**config.mk**
```make
export PLATFORM = sky130hd
export DESIGN_NAME = pwm_audio_dac
export DESIGN_NICKNAME = d
export VERILOG_FILES = /design/src/rtl/pwm_audio_dac.sv
export SDC_FILE = /design/constraint.sdc
export NUM_CORES = 1
export LEC_CHECK = 0
export BUFFER_PORTS_ARGS = -buffer_cell sky130_fd_sc_hd__clkbuf_2
export CORE_ASPECT_RATIO = 1.1
export CORE_MARGIN = 10
export CORE_UTILIZATION = 44
export DETAILED_ROUTE_END_ITERATION = 8
export PLACE_DENSITY = 0.65
export SYNTH_ARGS = -nofsm -noshare
export SYNTH_HDL_FRONTEND = slang
export SYNTH_SLANG_ARGS = --single-unit
```
**constraint.sdc**
```tcl
create_clock -name clk -period 3.5 [get_ports clk]
set_clock_uncertainty 0.05 [all_clocks]
set_input_delay 0.7 -clock clk [delete_from_list [all_inputs] [get_ports clk]]
set_output_delay 0.7 -clock clk [all_outputs]
set_load 0.01 [all_outputs]
```
**src/rtl/pwm_audio_dac.sv**
```systemverilog
// Mono PWM audio modulator: stereo PCM in over valid/ready, mixed to mono,
// fixed-carrier PWM out with a soft start/stop ramp around mute.
module pwm_audio_dac #(
    parameter int SAMPLE_W = 16,
    parameter int PWM_BITS = 8
) (
    input  logic                clk,
    input  logic                reset,
    input  logic [SAMPLE_W-1:0] l_i,
    input  logic [SAMPLE_W-1:0] r_i,
    input  logic                sample_valid,
    output logic                sample_ready,
    input  logic                mute,
    output logic                pwm_o,
    output logic                active,
    output logic                underrun
);
    localparam logic [PWM_BITS-1:0] MID     = {1'b1, {(PWM_BITS-1){1'b0}}};
    localparam logic [PWM_BITS-1:0] CNT_MAX = '1;

    typedef enum logic [1:0] {OFF, RAMP_UP, RUN, RAMP_DOWN} state_t;

    state_t              state;
    logic [PWM_BITS-1:0] cnt;
    logic [PWM_BITS-1:0] duty;
    logic [PWM_BITS-1:0] ramp;
    logic [PWM_BITS-1:0] sdut;
    logic                full;

    logic [SAMPLE_W:0]   sum;
    logic [SAMPLE_W-1:0] mixed;
    logic [SAMPLE_W-1:0] offset;
    logic [PWM_BITS-1:0] sdut_next;
    logic                wrap;
    logic                accept;
    logic                unused_bits;

    // Halving the one-bit-wider sum keeps the mix in range without saturation.
    assign sum       = {l_i[SAMPLE_W-1], l_i} + {r_i[SAMPLE_W-1], r_i};
    assign mixed     = sum[SAMPLE_W:1];
    assign offset    = {~mixed[SAMPLE_W-1], mixed[SAMPLE_W-2:0]};
    assign sdut_next = offset[SAMPLE_W-1 -: PWM_BITS];
    assign unused_bits = ^{sum[0], offset[SAMPLE_W-PWM_BITS-1:0]};

    assign sample_ready = !full && !reset;
    assign accept       = sample_valid && sample_ready;
    assign wrap         = (cnt == CNT_MAX);

    always_ff @(posedge clk) begin
        if (reset) begin
            cnt      <= '0;
            duty     <= '0;
            ramp     <= '0;
            sdut     <= '0;
            full     <= 1'b0;
            state    <= OFF;
            pwm_o    <= 1'b0;
            active   <= 1'b0;
            underrun <= 1'b0;
        end else begin
            cnt      <= cnt + 1'b1;
            pwm_o    <= (cnt < duty);
            underrun <= 1'b0;
            if (accept)
                sdut <= sdut_next;
            // Every wrap empties the holding register; a same-cycle accept refills it.
            full <= accept | (full & ~wrap);
            if (wrap) begin
                case (state)
                    OFF: begin
                        duty <= '0;
                        if (!mute) begin
                            state <= RAMP_UP;
                            ramp  <= '0;
                        end
                    end
                    RAMP_UP: begin
                        if (mute) begin
                            state <= RAMP_DOWN;
                        end else if (ramp == MID) begin
                            state  <= RUN;
                            duty   <= MID;
                            active <= 1'b1;
                        end else begin
                            ramp <= ramp + 1'b1;
                            duty <= ramp + 1'b1;
                        end
                    end
                    RUN: begin
                        if (mute) begin
                            state  <= RAMP_DOWN;
                            ramp   <= duty;
                            active <= 1'b0;
                        end else if (full) begin
                            duty <= sdut;
                        end else begin
                            underrun <= 1'b1;
                        end
                    end
                    RAMP_DOWN: begin
                        // Unmute is deliberately ignored until the ramp bottoms out.
                        if (ramp == '0) begin
                            state <= OFF;
                            duty  <= '0;
                        end else begin
                            ramp <= ramp - 1'b1;
                            duty <= ramp - 1'b1;
                        end
                    end
                    default: state <= OFF;
                endcase
            end
        end
    end
endmodule

```
==> results.sh <==
export IMPL_vias=2549
export IMPL_diodes=0
export IMPL_finalSetupViolations=0
export IMPL_first_iter_violations=257
export IMPL_switchingPower_w=0.000264
export IMPL_r2r_end="ramp[2]"
export IMPL_fin_ws_ns=1.04
export IMPL_syn_avg_cell_area_um2=8.13
export IMPL_power_share_sequential_pct=43.1
export IMPL_port_buffers=39
export IMPL_yosysSeqAreaShare_pct=26.7
export IMPL_place_inst=453
export IMPL_rows=30
export IMPL_drtAntennaViolNets=0
export IMPL_required_ns=3.63
export IMPL_power_density_nw_per_um2=337
export IMPL_p_int_w=0.000808
export IMPL_rr_worst_depth=7
export IMPL_rsz0062_at_grt="false"
export IMPL_synth_area_leader_cell="dfxtp_1"
export IMPL_cts_resized=0
export IMPL_grt_pass1_vias=2613
export IMPL_min_from="duty[0]"
export IMPL_clkPwrFrac_pct=42.4
export IMPL_fin_crit_ns=2.46
export IMPL_firstDrtPassIters=4
export IMPL_finalSetupTns_ns=0
export IMPL_dpl_worst_slack_ns=1.01
export IMPL_clockRootBuffer="clkbuf_8"
export IMPL_synth_edf_count=0
export IMPL_clk_latency_ns=0.30
export IMPL_drc=0
export IMPL_clock_sinks=38
export IMPL_synth_cell_type_count=57
export IMPL_status="completed"
export IMPL_yosys_most_used_dff="dfxtp_1"
export IMPL_netlist_area_um2=2850
export IMPL_final_cells=461
export IMPL_ctsHtreeMaxLevel=2
export IMPL_syn2layout_area_growth_pct=11.8
export IMPL_nets=446
export IMPL_yosys_area_top_type_share_pct=26.7
export IMPL_cts_tree="yes"
export IMPL_initial_core_util_pct=45.7
export IMPL_hp_class="reg2reg"
export IMPL_drt_vias_per_instance=5.53
export IMPL_ios=40
export IMPL_clk_path_buf_depth=2
export IMPL_slew_headroom_pct=54.9
export IMPL_die_w_um=96.7
export IMPL_synthArstFlopShare_pct=0
export IMPL_p_sw_share_pct=24.6
export IMPL_grt_pass1_wl_um=11900
export IMPL_routabilityCongestion=0.918
export IMPL_crit_type="reg2reg"
export IMPL_drive_gt1_share_pct=16.5
export IMPL_whs_endpoint="duty[0]"
export IMPL_path_clk_slew_ns=0.08
export IMPL_fmax_ghz=0.406
export IMPL_yosysWarningCount=0
export IMPL_maxCapViolCount=0
export IMPL_wl_per_cell_um=14.8
export IMPL_utilization_pct=51.1
export IMPL_cts_buffers=5
export IMPL_leakage_nw=1.20
export IMPL_ys_ff_latch=38
export IMPL_r2r_start="state[0]"
export IMPL_post_cts_buffers=0
export IMPL_fin_worst_hold_slack_ns=0.428
export IMPL_post_route_period_util_pct=70.4
export IMPL_grt_start_max_net_pins=36
export IMPL_dp_hpwl_um=5270
export IMPL_antenna_found_initial=0
export IMPL_die_h_um=104
export IMPL_finalWirelength_um=6830
export IMPL_arrival_ns=2.59
export IMPL_vdd_drop_max_uv=215
export IMPL_grt_overflow=0
export IMPL_r2r_slack_ns=1.04
export IMPL_path_max_fanout=20
export IMPL_holdPathStages=2
export IMPL_finalHoldViolCount=0
export IMPL_power_frac_comb_pct=14.5
export IMPL_synth_nets=416
export IMPL_grt_usage_pct=13.6
export IMPL_synthCells=350
export IMPL_ctsHoldBuffers=0
export IMPL_drv_slew=0
export IMPL_worstMarginPinSlew_ns=0.677
export IMPL_synth_area_leaders="dfxtp_1 (27%), ha_1 (13%), nand2_1 (5.7%)"
export IMPL_dieArea_um2=10100
export IMPL_start_kind="flip-flop"
export IMPL_core_area_um2=6230
export IMPL_end_kind="flip-flop"
-- kinds of logic (layout without fill, tap and decap cells) --
family | after synthesis | after routing | synth area share, %
compound gates | 105 | 105 | 23.8
xor+xnor | 22 | 22 | 7.04
fa+ha+maj | 30 | 30 | 13.2
buf+inv | 33 | 64 | 5.76
flops | 38 | 38 | 26.7
mux | 3 | 3 | 1.06
simple gates | 119 | 119 | 22.4
-- per-layer routing --
metal,wire (um),global-route usage (%),vias up
li1,-,-,1324
met1,3020,15.8,1146
met2,3350,23.5,68
met3,317,2.92,11
met4,140,5.27,0
met5,0,0,-
-- power groups by stage --
| stage | sequential, W | clock, W | combinational, W |
|---|---|---|---|
| finish | 0.000462 | 0.000454 | 0.000155 |
| global route | 0.000464 | 0.000479 | 0.000179 |
| CTS | 0.000462 | 0.000467 | 0.000156 |
| detailed placement | 0.000472 | 0 | 0.000155 |
| global placement | 0.000472 | 0 | 0.000153 |
| floorplan | 0.000468 | 0 | 0.000110 |
-- worst max path at each step --
stage / start / to / slack [ns] / depth (start not counted)
3_5_place_dp: l_i[2] / sdut[6] / 1.01 / 8
3_3_place_gp: l_i[2] / sdut[6] / 1.05 / 8
2_1_floorplan: l_i[6] / sdut[6] / 1.31 / 7
4_1_cts: state[1] / ramp[5] / 1.04 / 7
6_report: state[0] / ramp[2] / 1.04 / 7
5_1_grt: state[1] / ramp[7] / 0.87 / 7
-- synth_stat cells (2+ instances only) --
cell,n
nor3_2,2
a311o_1,4
a222oi_1,3
nor2_1,20
nor3_1,4
ha_1,30
o21ai_0,27
nand3b_1,8
o21ai_1,3
and3_1,3
nor2_4,2
nor4_1,4
a31oi_1,3
nor2b_1,5
nand2b_1,5
or3_1,5
a22oi_1,2
a21oi_2,2
buf_2,4
a21oi_1,29
a211o_1,2
a21o_1,4
nand2_1,43
clkbuf_1,8
inv_1,16
o211ai_1,2
a211oi_1,6
buf_6,2
a22o_1,4
mux2i_1,3
a221oi_1,3
xor2_1,8
xnor2_1,13
nand3_2,2
dfxtp_1,38
nand3_1,9
o31ai_1,2
-- layout make-up --
type / instances / area [um^2]
Fill cell: 618 / 3050
Multi-Input combinational cell: 279 / 1920
Sequential cell: 38 / 761
Timing Repair Buffer: 40 / 203
Tap cell: 80 / 100
Clock buffer: 5 / 68.8
Clock inverter: 3 / 68.8
Inverter: 16 / 60.1
-- state kept, by name, summed over array words and instances, names as in the netlist, 2 cells and up --
register  flops
cnt           8
duty          8
ramp          8
sdut          8
state         2
-- stage by stage --
stage               cell area [um^2]  total power (W)
floorplan                       2850         0.000578
global placement                3040         0.000624
detailed placement              3040         0.000627
CTS                             3180          0.00108
global route                    3180          0.00112
finish                          3180          0.00107
-- worst max-delay path, stage by stage, from the launching register on --
cell	delay, ns
dfxtp_1	0.34
inv_1	0.14
ha_1	0.62
nand2_1	0.14
o21ai_0	0.14
a311o_1	0.58
a311o_1	0.25
a21oi_1	0.07
-- placed cells by master, fill, tap and decap left out, drive strengths merged, types with 7 or more instances in the layout --
cell type,synthesis,final
nand3,11,11
nor2,22,22
inv,16,16
ha,30,30
dfxtp,38,38
nor3,7,7
clkbuf,8,44
o21ai,30,30
nand2,43,43
nand3b,8,8
xnor2,13,13
xor2,9,9
a21oi,31,31
Power figures use the tool's default switching activity.
